===== config.mk =====
export PLATFORM = sky130hd
export DESIGN_NAME = uart_to_shk
export DESIGN_NICKNAME = d
export VERILOG_FILES = /design/src/rtl/uart_to_shk.sv
export SDC_FILE = /design/constraint.sdc
export NUM_CORES = 1
export LEC_CHECK = 0
export BUFFER_PORTS_ARGS = -buffer_cell sky130_fd_sc_hd__buf_2
export CAP_MARGIN = 20
export CORE_MARGIN = 2
export CORE_UTILIZATION = 25
export DETAILED_ROUTE_END_ITERATION = 8
export PLACE_DENSITY_LB_ADDON = 0.08
export RECOVER_POWER = 50
export SETUP_SLACK_MARGIN = 0.02
export SLEW_MARGIN = 0
export SYNTH_ARGS = -nofsm -noshare
export SYNTH_HDL_FRONTEND = slang
export SYNTH_SLANG_ARGS = --single-unit

===== constraint.sdc =====
create_clock -name i_sys_clk -period 2.25 [get_ports i_sys_clk]
set_clock_uncertainty 0.05 [all_clocks]
set_input_delay 0.225 -clock i_sys_clk [delete_from_list [all_inputs] [get_ports i_sys_clk]]
set_output_delay 0.225 -clock i_sys_clk [all_outputs]
set_load 0.005 [all_outputs]

===== src/rtl/uart_to_shk.sv =====
// UART receiver feeding an address/data shake interface.
// Each frame is an address byte followed by a data byte. Framing, overrun, inter-byte
// timeout and false-start conditions are latched into sticky error flags.
module uart_to_shk #(
  parameter int NB_BAUD_RATE = 115200,
  parameter int NB_SYS_FRE   = 100_000_000,
  parameter int WD_SHK_DATA  = 8,
  parameter int WD_SHK_ADDR  = 8,
  parameter int WD_ERR_INFO  = 4,
  parameter int NB_IDLE_BAUD = 20
) (
  input  logic                   i_sys_clk,
  input  logic                   i_sys_rst,
  input  logic                   s_port_uart_rx,
  output logic                   m_shk_wr_valid,
  output logic [WD_SHK_ADDR-1:0] m_shk_wr_maddr,
  output logic                   m_shk_wr_msync,
  output logic [WD_SHK_DATA-1:0] m_shk_wr_mdata,
  input  logic                   m_shk_wr_ready,
  input  logic                   i_err_clr,
  output logic [WD_ERR_INFO-1:0] m_err_uart_info1
);

  localparam int NB_BAUD_NUMB = NB_SYS_FRE / NB_BAUD_RATE;
  localparam int WD_CNT       = $clog2(NB_BAUD_NUMB + 1);
  localparam int NB_IDLE_CYC  = NB_IDLE_BAUD * NB_BAUD_NUMB;
  localparam int WD_IDLE      = $clog2(NB_IDLE_CYC + 1);

  localparam logic [WD_CNT-1:0]  CNT_HALF  = WD_CNT'(NB_BAUD_NUMB / 2);
  localparam logic [WD_CNT-1:0]  CNT_LAST  = WD_CNT'(NB_BAUD_NUMB - 1);
  localparam logic [WD_IDLE-1:0] IDLE_LAST = WD_IDLE'(NB_IDLE_CYC - 1);

  typedef enum logic [1:0] {S_IDLE, S_START, S_DATA, S_STOP} bit_st_t;
  typedef enum logic [0:0] {F_WAIT_ADDR, F_WAIT_DATA} frm_st_t;

  // Synchronizer
  logic r_rx_meta, r_rx_s;

  // Bit-level receiver state
  bit_st_t               r_bit_st, w_bit_nxt;
  logic [WD_CNT-1:0]     r_cnt, w_cnt_nxt;
  logic [2:0]            r_idx, w_idx_nxt;
  logic [WD_SHK_DATA-1:0] r_shift, w_shift_nxt;
  logic                  r_stop_wait, w_stop_wait_nxt;
  logic                  w_byte_done, w_err_frame, w_err_fstart;

  // Frame-level state and outputs
  frm_st_t               r_frm, w_frm_nxt;
  logic [WD_IDLE-1:0]    r_idle, w_idle_nxt;
  logic                  r_valid, w_valid_nxt;
  logic                  r_msync, w_msync_nxt;
  logic [WD_SHK_ADDR-1:0] r_maddr, w_maddr_nxt;
  logic [WD_SHK_DATA-1:0] r_mdata, w_mdata_nxt;
  logic [WD_ERR_INFO-1:0] r_err, w_err_nxt, w_err_set;

  // Two-flop synchronizer; idle-high reset avoids a phantom start bit
  always_ff @(posedge i_sys_clk or posedge i_sys_rst) begin
    if (i_sys_rst) begin
      r_rx_meta <= 1'b1;
      r_rx_s    <= 1'b1;
    end else begin
      r_rx_meta <= s_port_uart_rx;
      r_rx_s    <= r_rx_meta;
    end
  end

  // Bit FSM next-state: mid-bit sampling, LSB first
  always_comb begin
    w_bit_nxt       = r_bit_st;
    w_cnt_nxt       = r_cnt + 1'b1;
    w_idx_nxt       = r_idx;
    w_shift_nxt     = r_shift;
    w_stop_wait_nxt = r_stop_wait;
    w_byte_done     = 1'b0;
    w_err_frame     = 1'b0;
    w_err_fstart    = 1'b0;
    case (r_bit_st)
      S_IDLE: begin
        w_cnt_nxt = '0;
        if (!r_rx_s) w_bit_nxt = S_START;
      end
      S_START: begin
        if (r_cnt == CNT_HALF) begin
          w_cnt_nxt = '0;
          w_idx_nxt = '0;
          if (!r_rx_s) begin
            w_bit_nxt = S_DATA;
          end else begin
            w_err_fstart = 1'b1;
            w_bit_nxt    = S_IDLE;
          end
        end
      end
      S_DATA: begin
        if (r_cnt == CNT_LAST) begin
          w_cnt_nxt   = '0;
          w_shift_nxt = {r_rx_s, r_shift[WD_SHK_DATA-1:1]};
          w_idx_nxt   = r_idx + 3'd1;
          if (r_idx == 3'd7) w_bit_nxt = S_STOP;
        end
      end
      S_STOP: begin
        if (r_stop_wait) begin
          // Broken stop bit: hold off until the line is released
          w_cnt_nxt = '0;
          if (r_rx_s) begin
            w_stop_wait_nxt = 1'b0;
            w_bit_nxt       = S_IDLE;
          end
        end else if (r_cnt == CNT_LAST) begin
          w_cnt_nxt = '0;
          if (r_rx_s) begin
            w_byte_done = 1'b1;
            w_bit_nxt   = S_IDLE;
          end else begin
            w_err_frame     = 1'b1;
            w_stop_wait_nxt = 1'b1;
          end
        end
      end
      default: w_bit_nxt = S_IDLE;
    endcase
  end

  // Bit FSM state register
  always_ff @(posedge i_sys_clk or posedge i_sys_rst) begin
    if (i_sys_rst) begin
      r_bit_st    <= S_IDLE;
      r_cnt       <= '0;
      r_idx       <= '0;
      r_shift     <= '0;
      r_stop_wait <= 1'b0;
    end else begin
      r_bit_st    <= w_bit_nxt;
      r_cnt       <= w_cnt_nxt;
      r_idx       <= w_idx_nxt;
      r_shift     <= w_shift_nxt;
      r_stop_wait <= w_stop_wait_nxt;
    end
  end

  // Frame FSM next-state, output pulses and error collection
  always_comb begin
    w_frm_nxt    = r_frm;
    w_idle_nxt   = r_idle;
    w_valid_nxt  = 1'b0;
    w_msync_nxt  = 1'b0;
    w_maddr_nxt  = r_maddr;
    w_mdata_nxt  = r_mdata;
    w_err_set    = '0;
    w_err_set[0] = w_err_frame;
    w_err_set[3] = w_err_fstart;
    case (r_frm)
      F_WAIT_ADDR: begin
        w_idle_nxt = '0;
        if (w_byte_done) begin
          w_maddr_nxt = r_shift;
          w_valid_nxt = 1'b1;
          w_frm_nxt   = F_WAIT_DATA;
        end
      end
      F_WAIT_DATA: begin
        // Idle timer only runs while no character is in flight
        w_idle_nxt = (r_bit_st == S_IDLE) ? r_idle + 1'b1 : '0;
        if (w_byte_done) begin
          if (m_shk_wr_ready) begin
            w_mdata_nxt = r_shift;
            w_msync_nxt = 1'b1;
          end else begin
            w_err_set[1] = 1'b1;
          end
          w_frm_nxt  = F_WAIT_ADDR;
          w_idle_nxt = '0;
        end else if (w_err_frame) begin
          w_frm_nxt  = F_WAIT_ADDR;
          w_idle_nxt = '0;
        end else if (r_bit_st == S_IDLE && r_idle == IDLE_LAST) begin
          w_err_set[2] = 1'b1;
          w_frm_nxt    = F_WAIT_ADDR;
          w_idle_nxt   = '0;
        end
      end
      default: w_frm_nxt = F_WAIT_ADDR;
    endcase
    // A new error in the clearing cycle survives the clear
    w_err_nxt = (i_err_clr ? '0 : r_err) | w_err_set;
  end

  // Frame FSM and output registers
  always_ff @(posedge i_sys_clk or posedge i_sys_rst) begin
    if (i_sys_rst) begin
      r_frm   <= F_WAIT_ADDR;
      r_idle  <= '0;
      r_valid <= 1'b0;
      r_msync <= 1'b0;
      r_maddr <= '0;
      r_mdata <= '0;
      r_err   <= '0;
    end else begin
      r_frm   <= w_frm_nxt;
      r_idle  <= w_idle_nxt;
      r_valid <= w_valid_nxt;
      r_msync <= w_msync_nxt;
      r_maddr <= w_maddr_nxt;
      r_mdata <= w_mdata_nxt;
      r_err   <= w_err_nxt;
    end
  end

  assign m_shk_wr_valid   = r_valid;
  assign m_shk_wr_msync   = r_msync;
  assign m_shk_wr_maddr   = r_maddr;
  assign m_shk_wr_mdata   = r_mdata;
  assign m_err_uart_info1 = r_err;

endmodule


==> metrics.md <==
| Metric | Value |
|---|---|
| Leak pwr | around 1.7 nW |
| Most common cell after layout, fill and taps aside | dfrtp_1 |
| Peak VDD IR | around 0.35 mV |
| Vias in the first global route | 1,983 |
| Reg clk slew, reported paths | 0.05 ns |
| Post-synthesis async set-or-reset flop share | 1.00 |
| Number of synthesized flops with an enable pin | 0 |
| Place WS | ~0.18 ns |
| Commonest non-fill, non-tap cells in the layout | dfrtp_1 (62), nor2_1 (34), buf_2 (23) |
| Largest net degree at the start of global routing | 65 |
| Ys flop type | dfrtp_1 |
| Critical path cell sequence | ha_2 > and4bb_2 > nand3_2 > or3_1 > buf_4 > mux2_4 |
| Instance count on the critical path | 6 |
| Initial Util | 0.253 |
| WS Path Type | reg -> reg |
| Syn_area_per_cell | roughly 12 um^2 |
| Register cell area after layout | 0.00160 mm^2 |
| Setup TNS | 0 ns |
| # diodes | 0 |
| Status | finished clean |
| # nets final | 300 |
| Hold Vio Cnt, Final | 0 |
| Core Rows | 39 |
| CP top delay family | simple AND/OR/NAND/NOR gates |
| Tcrit/Tclk final | 0.908 |
| GP Congestion | between 0.6 and 0.7 |
| Crit path from | r_cnt[0] |
| WL final | about 6000 um |
| Number of max-cap violations | 0 |
| Synthesized Nets | around 250 |
| Worst EP required | between 2 and 2.5 ns |
| WHS | 0.0617 ns |
| Crit-path max FO | 9 |
| R2R Path Start | r_cnt[0] |
| Clock insertion delay at the later pin of the skew report | 0.33 ns |
| Placed Area | approximately 0.0032 mm^2 |
| Critical Path AT | 2.20 ns |
| Slew HR | 0.406 |
| Initial antenna violation count | 0 |
| Post-detailed-route DRC marker count | 0 |
| RR Endpoint | m_shk_wr_mdata[6] |
| Final Instance Area | approximately 0.0036 mm^2 |
| Area of the multi-input gates | approximately 0.0012 mm^2 |
| Post-synthesis sequential area ratio | 0.560 |
| Total CTS buffers | 9 |
| CP Capture Point | m_shk_wr_mdata[6] |
| Worst slew pin tran | roughly 0.89 ns |
| Final min period | 2.04 ns |
| Total power | roughly 2.7 mW |
| Critical Path End Type | register |
| # port buffers | 26 |
| Chip Height | around 110 um |
| Buf+Inv Stages, Crit Path | 1 |
| RSZ-0062 raised after global routing | no |
| Slowest stage cell, crit path | dfrtp_1 |
| First-pass GRT wire length | 10,300 um |
| Via/cell ratio | 4.33 |
| Slew Limit Fails | 0 |
| CP max stage delay | ~0.40 ns |
| Routed wire per std cell | ~14 um |
| R2r worst-path depth | 6 |
| Mapped Area | between 0.002 and 0.003 mm^2 |
| Seq cells post-synth | 64 |
| Final WS setup | 0.208 ns |
| IO Count | 27 |
| Total GRT Usage | 0.108 |
| Clock tree buffer depth | 2 |
| Synth Instances | between 200 and 250 |
| First-pass DRT Iterations | 4 |
| Startpoint Class | register |
| Area Overhead vs Synth | 25.1% |
| Clock sinks | 64 |
| TritonCTS clock tree | yes |
| Warning count from the yosys run | 0 |
| Grt ovf | 0 |
| Reg2Reg Setup Slack | between 0.2 and 0.25 ns |
| PwrDens | roughly 760 mW/mm^2 |
| Proportion of layout cells with a drive suffix above 1 | 0.278 |
| Initial DRC Count | 91 |
| Fillcell total | approximately 1,200 |
| Fmax | around 490 MHz |
| Detailed Place HPWL | 4000 um |
| Core footprint | around 0.011 mm^2 |
| Die area | 0.0123 mm^2 |
| H-tree Lvls | 3 |
| Die X | around 110 um |
| CTS root buf | clkbuf_16 |
| Hold WC Path Type | in -> reg |
| Vias | around 1,900 |
| Routed Antenna Nets | 0 |
| Post-synthesis cell type count | 42 |
| Final setup viols | 0 |
power breakdown:
group	internal, mW	total (mW)	switching (mW)
Clock	0.980	1.52	0.541
Sequential	1.15	1.16	0.00210
Combinational	0.00635	0.0334	0.0271
Total	2.14	2.71	0.571
registers in the layout, indices dropped and copies added (netlist names), named ones only:
| name | count |
|---|---|
| m_err_uart_info1 | 4 |
| m_shk_wr_maddr | 8 |
| m_shk_wr_mdata | 8 |
| m_shk_wr_msync | 1 |
| m_shk_wr_valid | 1 |
| r_bit_st | 1 |
| r_cnt | 10 |
| r_frm | 1 |
| r_idle | 15 |
| r_idx | 3 |
| r_rx_meta | 1 |
| r_rx_s | 1 |
| r_shift | 8 |
| r_stop_wait | 1 |
layer usage:
metal,vias up,track usage,share of wire
met1,910,0.141,0.50
met5,-,0,0
met2,35,0.159,0.43
met3,9,0.0372,0.049
met4,0,0.0543,0.022
li1,941,-,-
through the flow:
step | util | instances
floorplan | - | 244
detailed placement | 0.287 | 420
CTS | 0.318 | 438
global route | 0.316 | 438
global placement | 0.287 | 420
finish | 0.316 | 438
cell type report:
| cell class | instances | share of cell area |
|---|---|---|
| flip-flops and latches | 64 | 0.448 |
| multi-input cells | 158 | 0.327 |
| inverters | 17 | 0.0178 |
| repair buffers | 40 | 0.0660 |
| clock buffers | 9 | 0.0629 |
| clock inverters | 7 | 0.0290 |
| well taps | 143 | 0.0499 |
how the worst min path moves through the flow:
stage | startpoint | to | cells past startpoint
after CTS | i_err_clr | m_err_uart_info1[1] | 2
after detailed placement | i_sys_rst | m_shk_wr_valid | 3
after global routing | i_err_clr | m_err_uart_info1[1] | 2
final | i_err_clr | m_err_uart_info1[1] | 2
after global placement | i_sys_rst | m_shk_wr_maddr[0] | 3
after floorplan | s_port_uart_rx | r_rx_meta | 0
Yosys cell counts, types with 2 or more instances:
cell       number  area [um^2]
a21oi_1         3         15.0
a22o_1          3         26.3
and3_1          2         12.5
buf_2           2         10.0
clkbuf_1        2         7.51
dfrtp_1        62         1550
dfstp_2         2         52.6
ha_1            5         62.6
inv_1          17         63.8
mux2_2         15          169
mux2_4          8          120
mux2i_1         2         20.0
nand2_1         7         26.3
nand3_1        12         60.1
nand4_1         5         31.3
nor2_1         34          128
nor2b_1         2         12.5
nor3_1          7         35.0
nor4_1          4         25.0
o211ai_1        3         22.5
o21ai_0         6         30.0
o2bb2ai_1       2         17.5
or3_1           2         12.5
xnor2_1        17          149
xor2_1          3         26.3
kinds of logic (layout without fill, tap and decap cells):
| kind of cell | after synthesis | after routing | share of synthesized area |
|---|---|---|---|
| buf+inv | 22 | 73 | 0.0323 |
| compound gates | 23 | 23 | 0.0555 |
| fa+ha+maj | 5 | 5 | 0.0218 |
| simple gates | 85 | 85 | 0.161 |
| xor+xnor | 20 | 20 | 0.0612 |
| mux | 25 | 25 | 0.108 |
| flops | 64 | 64 | 0.560 |
what timing repair did:
item	4_1_cts	5_1_grt
setup endpoints to repair	0	1
resized for setup	0	1
hold buffers	2	0
hold endpoints to repair	63	0
buffers inserted	0	0
Power figures use the tool's default switching activity.
